[config.mk]
export PLATFORM = sky130hd
export DESIGN_NAME = wb_port_arbiter
export DESIGN_NICKNAME = d
export VERILOG_FILES = /design/src/rtl/wb_port_arbiter.sv
export SDC_FILE = /design/constraint.sdc
export NUM_CORES = 1
export LEC_CHECK = 0
export ABC_CLOCK_PERIOD_IN_PS = 2500
export BUFFER_PORTS_ARGS = -buffer_cell sky130_fd_sc_hd__buf_2
export CAP_MARGIN = 25
export CORE_MARGIN = 5
export CORE_UTILIZATION = 33
export CTS_CLUSTER_DIAMETER = 200
export DETAILED_ROUTE_END_ITERATION = 10
export PLACE_DENSITY = 0.58
export SYNTH_ARGS = -nofsm -noshare
export SYNTH_HDL_FRONTEND = slang
export SYNTH_SLANG_ARGS = --single-unit
[constraint.sdc]
create_clock -name clk -period 2.5 [get_ports clk]
set_input_delay 0.125 -clock clk [delete_from_list [all_inputs] [get_ports clk]]
set_output_delay 0.125 -clock clk [all_outputs]
set_load 0.05 [all_outputs]
[src/rtl/wb_port_arbiter.sv]
// wb_port_arbiter: shares the register-file write port between ALU writeback and buffered MDU results
module wb_port_arbiter #(
    parameter int DSIZE        = 16,
    parameter int ASIZE        = 5,
    parameter int DEPTH        = 2,
    parameter int STARVE_LIMIT = 4
) (
    input  logic             clk,
    input  logic             rst,
    input  logic             alu_valid,
    input  logic [ASIZE-1:0] alu_waddr,
    input  logic [DSIZE-1:0] alu_wdata,
    input  logic             mdu_valid,
    input  logic [ASIZE-1:0] mdu_waddr,
    input  logic [DSIZE-1:0] mdu_wdata,
    output logic             mdu_ready,
    output logic             rf_wen,
    output logic [ASIZE-1:0] rf_waddr,
    output logic [DSIZE-1:0] rf_wdata,
    output logic             pipe_stall,
    output logic             err_alu_in_stall
);
    localparam int PW = $clog2(DEPTH);
    localparam int CW = PW + 1;
    localparam int SW = $clog2(STARVE_LIMIT + 1);

    logic [ASIZE-1:0] r_addr [DEPTH];
    logic [DSIZE-1:0] r_data [DEPTH];
    logic [DEPTH-1:0] r_live;
    logic [PW-1:0]    r_wptr, r_rptr;
    logic [CW-1:0]    r_count;
    logic [SW-1:0]    r_starve;
    logic             w_acc, w_empty, w_head_live, w_pop, w_bypass, w_push, w_starve_hit;

    assign mdu_ready    = r_count < CW'(DEPTH);
    assign w_acc        = mdu_valid && mdu_ready;
    assign w_empty      = r_count == '0;
    assign w_head_live  = !w_empty && r_live[r_rptr];
    assign w_pop        = !alu_valid && !w_empty;
    assign w_bypass     = !alu_valid && w_empty && w_acc;
    // an accepted MDU result aimed at the ALU's register is older, so it is handshaken and dropped
    assign w_push       = w_acc && !w_bypass && !(alu_valid && mdu_waddr == alu_waddr);
    assign w_starve_hit = alu_valid && w_head_live && r_starve == SW'(STARVE_LIMIT - 1);

    always_ff @(posedge clk) begin
        if (rst) begin
            r_live           <= '0;
            r_wptr           <= '0;
            r_rptr           <= '0;
            r_count          <= '0;
            r_starve         <= '0;
            rf_wen           <= 1'b0;
            rf_waddr         <= '0;
            rf_wdata         <= '0;
            pipe_stall       <= 1'b0;
            err_alu_in_stall <= 1'b0;
        end else begin
            rf_wen <= alu_valid || (w_pop && w_head_live) || w_bypass;
            if (alu_valid) begin
                rf_waddr <= alu_waddr;
                rf_wdata <= alu_wdata;
            end else if (w_pop && w_head_live) begin
                rf_waddr <= r_addr[r_rptr];
                rf_wdata <= r_data[r_rptr];
            end else if (w_bypass) begin
                rf_waddr <= mdu_waddr;
                rf_wdata <= mdu_wdata;
            end
            for (int i = 0; i < DEPTH; i++)
                if (alu_valid && r_addr[i] == alu_waddr) r_live[i] <= 1'b0;
            if (w_push) begin
                r_live[r_wptr] <= 1'b1;
                r_wptr         <= r_wptr + PW'(1);
            end
            if (w_pop) r_rptr <= r_rptr + PW'(1);
            r_count    <= r_count + CW'(w_push) - CW'(w_pop);
            r_starve   <= (w_pop || w_empty || w_starve_hit) ? '0 : r_starve + SW'(alu_valid && w_head_live);
            pipe_stall <= w_starve_hit;
            if (pipe_stall && alu_valid) err_alu_in_stall <= 1'b1;
        end
    end

    always_ff @(posedge clk)
        if (w_push) begin
            r_addr[r_wptr] <= mdu_waddr;
            r_data[r_wptr] <= mdu_wdata;
        end
endmodule

==> results.py, run 1 <==
metrics = {
    "status": {
        "outcome": "completed",
    },
    "global_routing": {
        "antenna_found_initial": 0,
        "grt_overflow_total": 0,
        "grt_pass1_vias": 2642,
        "grt_first_pass_wirelength_um": 13700,
        "global_route.usage.total_pct": 14.0,
        "grt_start_max_net_pins": 22,
    },
    "clock_tree": {
        "clk-insertion-delay-late_ns": 0.35,
        "cts_repair_resize_count": 0,
        "cts.sinks": 76,
        "cts.root.buffer_cell": "sky130_fd_sc_hd__clkbuf_8",
        "cts_made_buffers": 9,
        "tritoncts": "done",
        "cts.reportedPaths.clkPinSlew_ns": 0.08,
        "cts_setup_buffers": 0,
        "htreeDepth": 3,
        "clk_path_buf_depth": 2,
    },
    "setup_path": {
        "path_class": "in -> reg",
        "critPathLaunchType": "input port",
        "worstSetupEndpoint": "r_count[1]",
        "worstPathArrival_ns": 2.49,
        "worstSetupEndpointType": "flop",
        "timing.reg2reg.setup_slack_ns": 0.60,
        "worstRegToRegCells": 5,
        "timing.rr.end": "r_data[0][5]",
        "critical_path.max_fanout": 5,
        "cp_data_required_time_ns": 2.73,
        "critPathLaunch": "mdu_waddr[0]",
        "critical_path.reg2reg.startpoint": "r_count[1]",
    },
    "routing": {
        "routed_via_density": 4.88,
        "num_vias": 2575,
        "drt-total-wl_um": 8680,
        "drc": 0,
        "route.detailed.wl_per_inst_um": 16.4,
        "final_antenna_net_count": 0,
        "dr.pass1.iters": 4,
        "detailedRoute.firstIterationViolations": 134,
    },
    "power": {
        "p_sw_uw": 1310,
        "p_comb_share_pct": 31.7,
        "power.internal_uw": 2440,
        "pwr-share-clk_pct": 24.5,
        "power.sequential.fraction_pct": 43.8,
        "switching_part_of_the_total_power_pct": 34.9,
        "leakage_uw": 0.00168,
        "vdd_ir_drop_max_v": 0.000351,
        "power-per-cell-area_nw_per_um2": 850,
    },
    "sta": {
        "worst_setup_margin_ns": 0.239,
        "finalClockSkew_ns": 0.0143,
        "finalSetupViolations": 0,
        "tightestPinTransition_ns": 0.514,
        "maxSlewHeadroom_pct": 65.7,
        "min_period_over_period_pct": 90.5,
        "final-hold-violation-count": 0,
        "fin_setup_tns_ns": 0,
        "maxClockFrequency_mhz": 442,
        "grt_setup_unrepaired": "false",
        "timing.final.max_slew_violations": 0,
        "clock_period_minus_final_worst_setup_slack_ns": 2.26,
        "fin_worst_hold_slack_ns": 0.0284,
    },
    "yosys": {
        "mappedNetlistNets": 345,
        "synthCells": 295,
        "yosys.area_share.xor_xnor_pct": 4.74,
        "synth-edff-count": 42,
        "dominant_combinational_cell_family_by_area_after_synthesis": "compound AO/OA/AOI/OAI gates",
        "ys_types": 37,
        "share_of_the_yosys_chip_area_belonging_to_registers_pct": 55.4,
        "synth_simple_gate_area_share_pct": 9.53,
        "synth_top_flop_cell": "sky130_fd_sc_hd__edfxtp_1",
        "synth_adder_area_share_pct": 1.43,
        "synth-async-reset-ratio_pct": 0,
        "synth.avg_cell_area_um2": 11.9,
        "muxShareOfSynthArea_pct": 7.14,
        "post_synth_instance_area_um2": 3510,
        "compound_gate_fraction_of_synth_area_pct": 16.3,
        "ys_warn_count": 0,
        "synth_seq_cells": 76,
    },
    "placement": {
        "buffer_ports.inserted": 70,
        "dpl_worst_slack_ns": 0.398,
        "dp_hpwl_um": 5760,
        "place.gp.congestion": 0.712,
    },
    "layout": {
        "seq_area_um2": 1940,
        "nNetsFinal": 437,
        "final.fill_count": 998,
        "proportion_of_layout_cells_with_a_drive_suffix_above_1_pct": 34.4,
        "multi_input_area_um2": 1390,
        "syn_to_final_growth_pct": 25.7,
        "diode_count": 0,
    },
    "floorplan": {
        "chipHeight_um": 113,
        "rows": 37,
        "ioPinCount": 71,
        "core_um2": 10300,
        "initial_core_util_pct": 34.0,
        "fp.dieArea_um2": 12800,
        "die_w_um": 113,
    },
    "job": {
        "cap_violations": 0,
    },
    "hold_path": {
        "type_of_the_tightest_min_delay_check": "in -> reg",
    },
}
==> cell usage after synthesis (all sizes together), types with 3 or more instances <==
| library cell | instances | area [um^2] |
|---|---|---|
| nand2 | 3 | 11.3 |
| dfxtp | 34 | 681 |
| edfxtp | 42 | 1260 |
| a22oi | 21 | 158 |
| inv | 25 | 93.8 |
| nand2b | 4 | 25.0 |
| a221oi | 21 | 246 |
| clkbuf | 8 | 32.5 |
| ha | 4 | 50.1 |
| xor2 | 9 | 78.8 |
| buf | 11 | 66.3 |
| nor2 | 13 | 56.3 |
| nor4 | 5 | 31.3 |
| o21ai | 25 | 125 |
| mux2 | 21 | 236 |
| nor2b | 23 | 144 |
| xnor2 | 10 | 87.6 |
==> cells in the final DEF (no fill, tap or decap), types with 2 or more instances in the layout <==
cell | synthesis | routed
sky130_fd_sc_hd__buf_2 | 5 | 70
sky130_fd_sc_hd__edfxtp_1 | 42 | 42
sky130_fd_sc_hd__dfxtp_1 | 34 | 34
sky130_fd_sc_hd__inv_1 | 25 | 25
sky130_fd_sc_hd__nor2b_1 | 23 | 23
sky130_fd_sc_hd__o21ai_0 | 21 | 21
sky130_fd_sc_hd__mux2_2 | 21 | 21
sky130_fd_sc_hd__a22oi_1 | 21 | 21
sky130_fd_sc_hd__dlygate4sd3_1 | 0 | 20
sky130_fd_sc_hd__a221oi_1 | 11 | 11
sky130_fd_sc_hd__xnor2_1 | 10 | 10
sky130_fd_sc_hd__a221oi_2 | 10 | 10
sky130_fd_sc_hd__buf_4 | 3 | 10
sky130_fd_sc_hd__nor2_1 | 12 | 9
sky130_fd_sc_hd__xor2_1 | 9 | 9
sky130_fd_sc_hd__clkbuf_8 | 0 | 9
sky130_fd_sc_hd__nor4_1 | 5 | 5
sky130_fd_sc_hd__nand2b_1 | 4 | 4
sky130_fd_sc_hd__o21ai_1 | 4 | 4
sky130_fd_sc_hd__ha_1 | 4 | 4
sky130_fd_sc_hd__nand2_1 | 3 | 3
sky130_fd_sc_hd__nor2_2 | 0 | 3
sky130_fd_sc_hd__or2_2 | 2 | 2
sky130_fd_sc_hd__and3_1 | 2 | 2
sky130_fd_sc_hd__and2_1 | 2 | 2
sky130_fd_sc_hd__clkinv_2 | 0 | 2
sky130_fd_sc_hd__clkinvlp_4 | 0 | 2
==> power groups by stage <==
stage	clock network [uW]	logic (uW)	registers, uW
final	920	1190	1640
after global routing	1010	1290	1660
after CTS	952	1200	1640
after detailed placement	0	1170	1670
after global placement	0	1160	1660
after floorplan	0	610	1920
==> layer usage <==
metal | part of all wire, % | up-vias | GRT usage [%]
li1 | - | 1260 | -
met1 | 46 | 1237 | 17.9
met2 | 47 | 76 | 23.1
met3 | 6.4 | 2 | 4.33
met4 | 0.43 | 0 | 3.29
met5 | 0 | - | 0
==> logic make-up after synthesis <==
| kind of cell | after synthesis |
|---|---|
| buffers and inverters | 44 |
| adders and majority gates | 4 |
| muxes | 22 |
| and+or+nand+nor | 58 |
| xor gates and xnor gates | 19 |
| AOI/OAI and AO/OA | 72 |
| DFF | 76 |
==> how the worst min path moves through the flow <==
stage,slack [ns],start,to,cells past startpoint
after floorplan,0.22,mdu_waddr[0],r_addr[0][0],0
after global placement,0.33,mdu_wdata[13],r_data[0][13],1
after detailed placement,0.33,mdu_wdata[11],r_data[0][11],1
after CTS,0.0002,mdu_waddr[0],r_addr[1][0],1
after global routing,0.006,mdu_waddr[1],r_addr[0][1],1
final,0.03,mdu_waddr[1],r_addr[0][1],1
==> state kept, by name (all words and copies together), names as in the netlist, named ones only <==
register and cells:
rf_wen 1, r_starve 3, r_wptr 1, r_data 32
rf_wdata 16, r_live 2, r_count 2, pipe_stall 1
rf_waddr 5, err_alu_in_stall 1, r_addr 10, r_rptr 1
==> cell type report <==
type | instances | area share [%]
Clock inverter | 6 | 1.45
Inverter | 25 | 2.13
Clock buffer | 10 | 2.89
Multi-Input combinational cell | 175 | 31.4
Timing Repair Buffer | 100 | 14.2
Sequential cell | 76 | 44.0
Tap cell | 136 | 3.86
==> critical path, stage by stage <==
cell and delay (ns):
sky130_fd_sc_hd__dlygate4sd3_1 0.54, sky130_fd_sc_hd__buf_2 0.15, sky130_fd_sc_hd__xnor2_1 0.16, sky130_fd_sc_hd__nand4_1 0.21
sky130_fd_sc_hd__o21ai_0 0.45, sky130_fd_sc_hd__ha_1 0.32, sky130_fd_sc_hd__inv_1 0.05, sky130_fd_sc_hd__ha_1 0.14
sky130_fd_sc_hd__xnor2_1 0.14, sky130_fd_sc_hd__xnor2_1 0.14, sky130_fd_sc_hd__nor2_1 0.05
==> per-stage QoR <==
stage               cell area, um^2  power [uW]  cells  utilization (%)
floorplan                      3510        2530    295                -
global placement               4020        2820    492             38.9
detailed placement             4020        2840    492             38.9
CTS                            4380        3790    525             42.4
global route                   4410        3970    528             42.7
finish                         4410        3750    528             42.7
==> repair_timing <==
item | in CTS | in global routing
endpoints found under the hold margin | 34 | 6
hold buffers | 17 | 3
setup endpoints to repair | 0 | 0
Power figures use the tool's default switching activity.
==> run 2: changes to the inputs <==
- CTS_BUF_LIST: unset -> sky130_fd_sc_hd__clkbuf_4 sky130_fd_sc_hd__clkbuf_8
==> results.py, run 2 (synthesized netlist as in run 1, its figures left out) <==
metrics = {
    "sta": {
        "final-hold-violation-count": 0,
        "finalSetupViolations": 0,
        "grt_setup_unrepaired": "false",
        "min_period_over_period_pct": 90.4,
        "finalClockSkew_ns": 0.0148,
        "maxClockFrequency_mhz": 443,
        "maxSlewHeadroom_pct": 65.7,
        "tightestPinTransition_ns": 0.514,
        "fin_setup_tns_ns": 0,
        "timing.final.max_slew_violations": 0,
        "clock_period_minus_final_worst_setup_slack_ns": 2.26,
    },
    "global_routing": {
        "grt_first_pass_wirelength_um": 13700,
        "grt_start_max_net_pins": 22,
        "antenna_found_initial": 0,
        "global_route.usage.total_pct": 14.0,
        "grt_pass1_vias": 2642,
        "grt_overflow_total": 0,
    },
    "clock_tree": {
        "cts.sinks": 76,
        "cts.reportedPaths.clkPinSlew_ns": 0.08,
        "cts.root.buffer_cell": "sky130_fd_sc_hd__clkbuf_8",
        "htreeDepth": 3,
        "cts_made_buffers": 9,
        "clk_path_buf_depth": 2,
        "tritoncts": "done",
        "clk-insertion-delay-late_ns": 0.35,
    },
    "layout": {
        "layout_commonest_cell": "sky130_fd_sc_hd__buf_2",
        "final.fill_count": 996,
        "syn_to_final_growth_pct": 25.8,
        "diode_count": 0,
        "largestRegisters": "r_data x32, rf_wdata x16, r_addr x10",
        "registers.top_by_ff_count": "r_data",
        "proportion_of_layout_cells_with_a_drive_suffix_above_1_pct": 34.7,
        "largest_register_ff_count": 32,
        "layout.cells.non_filler": 528,
        "nNetsFinal": 437,
        "layout.cells.most_common_list": "70 x sky130_fd_sc_hd__buf_2, 42 x sky130_fd_sc_hd__edfxtp_1, 34 x sky130_fd_sc_hd__dfxtp_1, 25 x sky130_fd_sc_hd__inv_1, 23 x sky130_fd_sc_hd__nor2b_1",
    },
    "setup_path": {
        "critPathLaunchType": "input port",
        "timing.reg2reg.setup_slack_ns": 0.59,
        "worstRegToRegCells": 5,
        "critical_path.max_fanout": 5,
        "path_class": "in -> reg",
        "cp_data_required_time_ns": 2.73,
        "worstPathArrival_ns": 2.48,
        "worstSetupEndpointType": "flop",
    },
    "routing": {
        "drt-total-wl_um": 8690,
        "num_vias": 2574,
        "final_antenna_net_count": 0,
        "route.detailed.wl_per_inst_um": 16.5,
        "drc": 0,
        "routed_via_density": 4.88,
        "dr.pass1.iters": 4,
        "detailedRoute.firstIterationViolations": 134,
    },
    "floorplan": {
        "fp.dieArea_um2": 12800,
        "chipHeight_um": 113,
        "ioPinCount": 71,
        "initial_core_util_pct": 34.0,
        "die_w_um": 113,
        "core_um2": 10300,
        "rows": 37,
    },
    "placement": {
        "place.gp.congestion": 0.712,
        "buffer_ports.inserted": 70,
        "dp_hpwl_um": 5760,
        "placed_cells_incl_taps": 492,
    },
    "power": {
        "vdd_ir_drop_max_v": 0.000351,
        "pwr-share-clk_pct": 24.7,
        "power-per-cell-area_nw_per_um2": 852,
        "leakage_uw": 0.00168,
        "p_comb_share_pct": 31.6,
        "power.sequential.fraction_pct": 43.6,
        "switching_part_of_the_total_power_pct": 34.8,
        "power.internal_uw": 2450,
        "p_sw_uw": 1310,
    },
    "hold_path": {
        "hold-path-cell-count": 1,
        "type_of_the_tightest_min_delay_check": "in -> reg",
    },
    "status": {
        "outcome": "completed",
    },
    "job": {
        "cap_violations": 0,
    },
}
-- run 2: metal layers --
metal,global-route usage (%),part of all wire (%),vias to the layer above
met4,3.29,0.43,0
met5,0,0,-
met2,23.1,47,76
met3,4.33,6.5,2
met1,17.9,46,1236
li1,-,-,1260
-- run 2: worst paths after layout --
check / start / end
max: mdu_waddr[0] / r_count[1]
min: mdu_waddr[1] / r_addr[1][1]
max reg2reg: r_count[1] / r_data[0][5]
min reg2reg: rf_wdata[6] / rf_wdata[6]
-- run 2: through the flow --
| step | area, um^2 | worst slack [ns] | util [%] | hold slack [ns] | total power, uW |
|---|---|---|---|---|---|
| global placement | 4020 | 0.430 | 38.9 | 0.328 | 2820 |
| finish | 4410 | 0.241 | 42.7 | 0.0283 | 3760 |
| detailed placement | 4020 | 0.398 | 38.9 | 0.334 | 2840 |
| floorplan | 3510 | 0.427 | - | 0.224 | 2530 |
| global route | 4410 | 0.000821 | 42.7 | 0.00579 | 3980 |
| CTS | 4380 | 0.244 | 42.5 | 0.000232 | 3810 |
-- run 2: area by class of cell --
class / count / area [um^2] / share of cell area [%]
clock buffers: 10 / 131 / 2.98
inverters: 25 / 93.8 / 2.13
multi-input cells: 175 / 1390 / 31.4
well taps: 136 / 170 / 3.86
repair buffers: 100 / 626 / 14.2
clock inverters: 6 / 63.8 / 1.45
flip-flops and latches: 76 / 1940 / 44.0
-- run 2: repair_timing --
action	4_1_cts	5_1_grt
setup endpoints to repair	0	0
resized for setup	0	0
setup buffers	0	0
hold buffers	17	3
hold endpoints to repair	34	6
-- run 2: power groups by stage --
stage	clock network, uW	logic [uW]	registers [uW]
2_1_floorplan	0	610	1920
3_3_place_gp	0	1160	1660
3_5_place_dp	0	1170	1670
4_1_cts	963	1200	1640
5_1_grt	1020	1290	1660
6_report	931	1190	1640
-- run 2: worst max-delay path, cell delays in order --
cell and delay [ns]:
sky130_fd_sc_hd__dlygate4sd3_1 0.54, sky130_fd_sc_hd__buf_2 0.15, sky130_fd_sc_hd__xnor2_1 0.16, sky130_fd_sc_hd__nand4_1 0.21, sky130_fd_sc_hd__o21ai_0 0.45, sky130_fd_sc_hd__ha_1 0.32
sky130_fd_sc_hd__inv_1 0.05, sky130_fd_sc_hd__ha_1 0.14, sky130_fd_sc_hd__xnor2_1 0.14, sky130_fd_sc_hd__xnor2_1 0.14, sky130_fd_sc_hd__nor2_1 0.05
==> run 3: changes to the inputs <==
- ABC_CLOCK_PERIOD_IN_PS: 2500 -> 2800
- clock period: 2.5 -> 2.8 ns (I/O delays scaled with it)
==> results.py, run 3 (synthesized netlist as in run 1, its figures left out) <==
metrics = {
    "status": {
        "outcome": "completed",
    },
    "floorplan": {
        "chipHeight_um": 113,
        "ioPinCount": 71,
        "initial_core_util_pct": 34.0,
        "core_um2": 10300,
        "die_w_um": 113,
        "rows": 37,
        "fp.dieArea_um2": 12800,
    },
    "sta": {
        "maxSlewHeadroom_pct": 45.5,
        "final-hold-violation-count": 0,
        "fin_worst_hold_slack_ns": 0.0346,
        "min_period_over_period_pct": 82.0,
        "grt_setup_unrepaired": "false",
        "timing.final.max_slew_violations": 0,
        "finalClockSkew_ns": 0.0120,
        "tightestPinTransition_ns": 0.818,
        "maxClockFrequency_mhz": 436,
        "clock_period_minus_final_worst_setup_slack_ns": 2.29,
        "fin_setup_tns_ns": 0,
        "finalSetupViolations": 0,
    },
    "global_routing": {
        "grt_first_pass_wirelength_um": 13800,
        "grt_overflow_total": 0,
        "grt_start_max_net_pins": 35,
        "antenna_found_initial": 0,
        "grt_pass1_vias": 2636,
        "global_route.usage.total_pct": 13.9,
    },
    "setup_path": {
        "cp_data_required_time_ns": 3.01,
        "path_class": "in -> reg",
        "worstSetupEndpointType": "flop",
        "worstPathArrival_ns": 2.51,
        "critical_path.max_fanout": 5,
        "critPathLaunchType": "input port",
    },
    "placement": {
        "buffer_ports.inserted": 70,
        "dp_hpwl_um": 5560,
        "placed_cells_incl_taps": 487,
        "place.gp.congestion": 0.741,
    },
    "layout": {
        "registers.top_by_ff_count": "r_data",
        "layout_commonest_cell": "sky130_fd_sc_hd__buf_2",
        "largestRegisters": "r_data x32, rf_wdata x16, r_addr x10",
        "proportion_of_layout_cells_with_a_drive_suffix_above_1_pct": 34.2,
        "layout.cells.non_filler": 522,
        "final.fill_count": 991,
        "largest_register_ff_count": 32,
        "layout.cells.most_common_list": "70 x sky130_fd_sc_hd__buf_2, 42 x sky130_fd_sc_hd__edfxtp_1, 34 x sky130_fd_sc_hd__dfxtp_1, 25 x sky130_fd_sc_hd__inv_1, 23 x sky130_fd_sc_hd__nor2b_1",
        "diode_count": 0,
        "syn_to_final_growth_pct": 25.2,
        "nNetsFinal": 431,
    },
    "clock_tree": {
        "cts_made_buffers": 9,
        "cts.sinks": 76,
        "tritoncts": "done",
        "clk-insertion-delay-late_ns": 0.35,
        "cts.root.buffer_cell": "sky130_fd_sc_hd__clkbuf_8",
        "cts.reportedPaths.clkPinSlew_ns": 0.08,
        "cts_setup_buffers": 0,
        "htreeDepth": 3,
        "cts_repair_resize_count": 0,
        "clk_path_buf_depth": 2,
    },
    "job": {
        "cap_violations": 0,
    },
    "routing": {
        "drc": 0,
        "dr.pass1.iters": 4,
        "routed_via_density": 4.89,
        "route.detailed.wl_per_inst_um": 16.6,
        "final_antenna_net_count": 0,
        "num_vias": 2553,
        "detailedRoute.firstIterationViolations": 115,
        "drt-total-wl_um": 8660,
    },
    "power": {
        "vdd_ir_drop_max_v": 0.000336,
        "leakage_uw": 0.00167,
        "power-per-cell-area_nw_per_um2": 783,
    },
    "hold_path": {
        "type_of_the_tightest_min_delay_check": "in -> reg",
    },
}
run 3: cell count changes in the layout (fill, tap and decap cells not counted):
cell / change
sky130_fd_sc_hd__inv_6: -1
sky130_fd_sc_hd__dlygate4sd3_1: -2
sky130_fd_sc_hd__clkinvlp_4: -1
sky130_fd_sc_hd__buf_4: -5
sky130_fd_sc_hd__buf_8: +1
sky130_fd_sc_hd__bufinv_16: +1
sky130_fd_sc_hd__clkbuf_4: +1
run 3: layout make-up:
cell class / count / area (um^2) / area share, %
clock inverter: 5 / 77.6 / 1.77
tap: 136 / 170 / 3.87
multi-input combinational: 175 / 1390 / 31.6
sequential: 76 / 1940 / 44.2
timing repair buffer: 94 / 583 / 13.3
inverter: 25 / 93.8 / 2.14
clock buffer: 11 / 139 / 3.16
run 3: final timing paths:
| path | from | endpoint | slack, ns | cells after the start |
|---|---|---|---|---|
| setup / recovery | mdu_waddr[3] | r_count[1] | 0.51 | 11 |
| hold / removal | mdu_waddr[0] | r_addr[0][0] | 0.03 | 1 |
| setup reg to reg | r_rptr | rf_wdata[9] | 0.72 | 5 |
| hold reg to reg | rf_wdata[3] | rf_wdata[3] | 0.46 | 2 |
run 3: layer usage:
metal  global-route usage, %  part of all wire [%]  vias up
li1                        -                     -     1250
met1                    17.3                    46     1221
met2                    22.9                    47       78
met3                    5.24                   6.5        4
met4                    3.37                  0.73        0
met5                       0                     0        -
run 3: critical path, stage by stage:
cell	delay [ns]
sky130_fd_sc_hd__dlygate4sd3_1	0.53
sky130_fd_sc_hd__buf_2	0.15
sky130_fd_sc_hd__xnor2_1	0.20
sky130_fd_sc_hd__nand4_1	0.21
sky130_fd_sc_hd__o21ai_0	0.44
sky130_fd_sc_hd__ha_1	0.32
sky130_fd_sc_hd__inv_1	0.05
sky130_fd_sc_hd__ha_1	0.14
sky130_fd_sc_hd__xnor2_1	0.14
sky130_fd_sc_hd__xnor2_1	0.14
sky130_fd_sc_hd__nor2_1	0.05
run 3: power breakdown:
part | total (uW) | switching [uW] | leakage (uW) | internal [uW]
clock network | 925 | 405 | 0.000110 | 519
registers | 1490 | 108 | 0.000667 | 1380
logic | 1030 | 645 | 0.000893 | 381
total | 3440 | 1160 | 0.00167 | 2280
run 3: through the flow:
stage / util (%) / setup WS, ns / power, uW / instance area [um^2]
floorplan: - / 0.727 / 2260 / 3510
global placement: 38.6 / 0.601 / 2520 / 3980
detailed placement: 38.6 / 0.556 / 2520 / 3980
CTS: 42.3 / 0.509 / 3480 / 4370
global route: 42.5 / 0.341 / 3630 / 4390
finish: 42.5 / 0.505 / 3440 / 4390
run 3: repair_timing:
item / in CTS / in global routing
endpoints found under the hold margin: 33 / 2
hold buffers: 17 / 1
endpoints found under the setup margin: 0 / 0
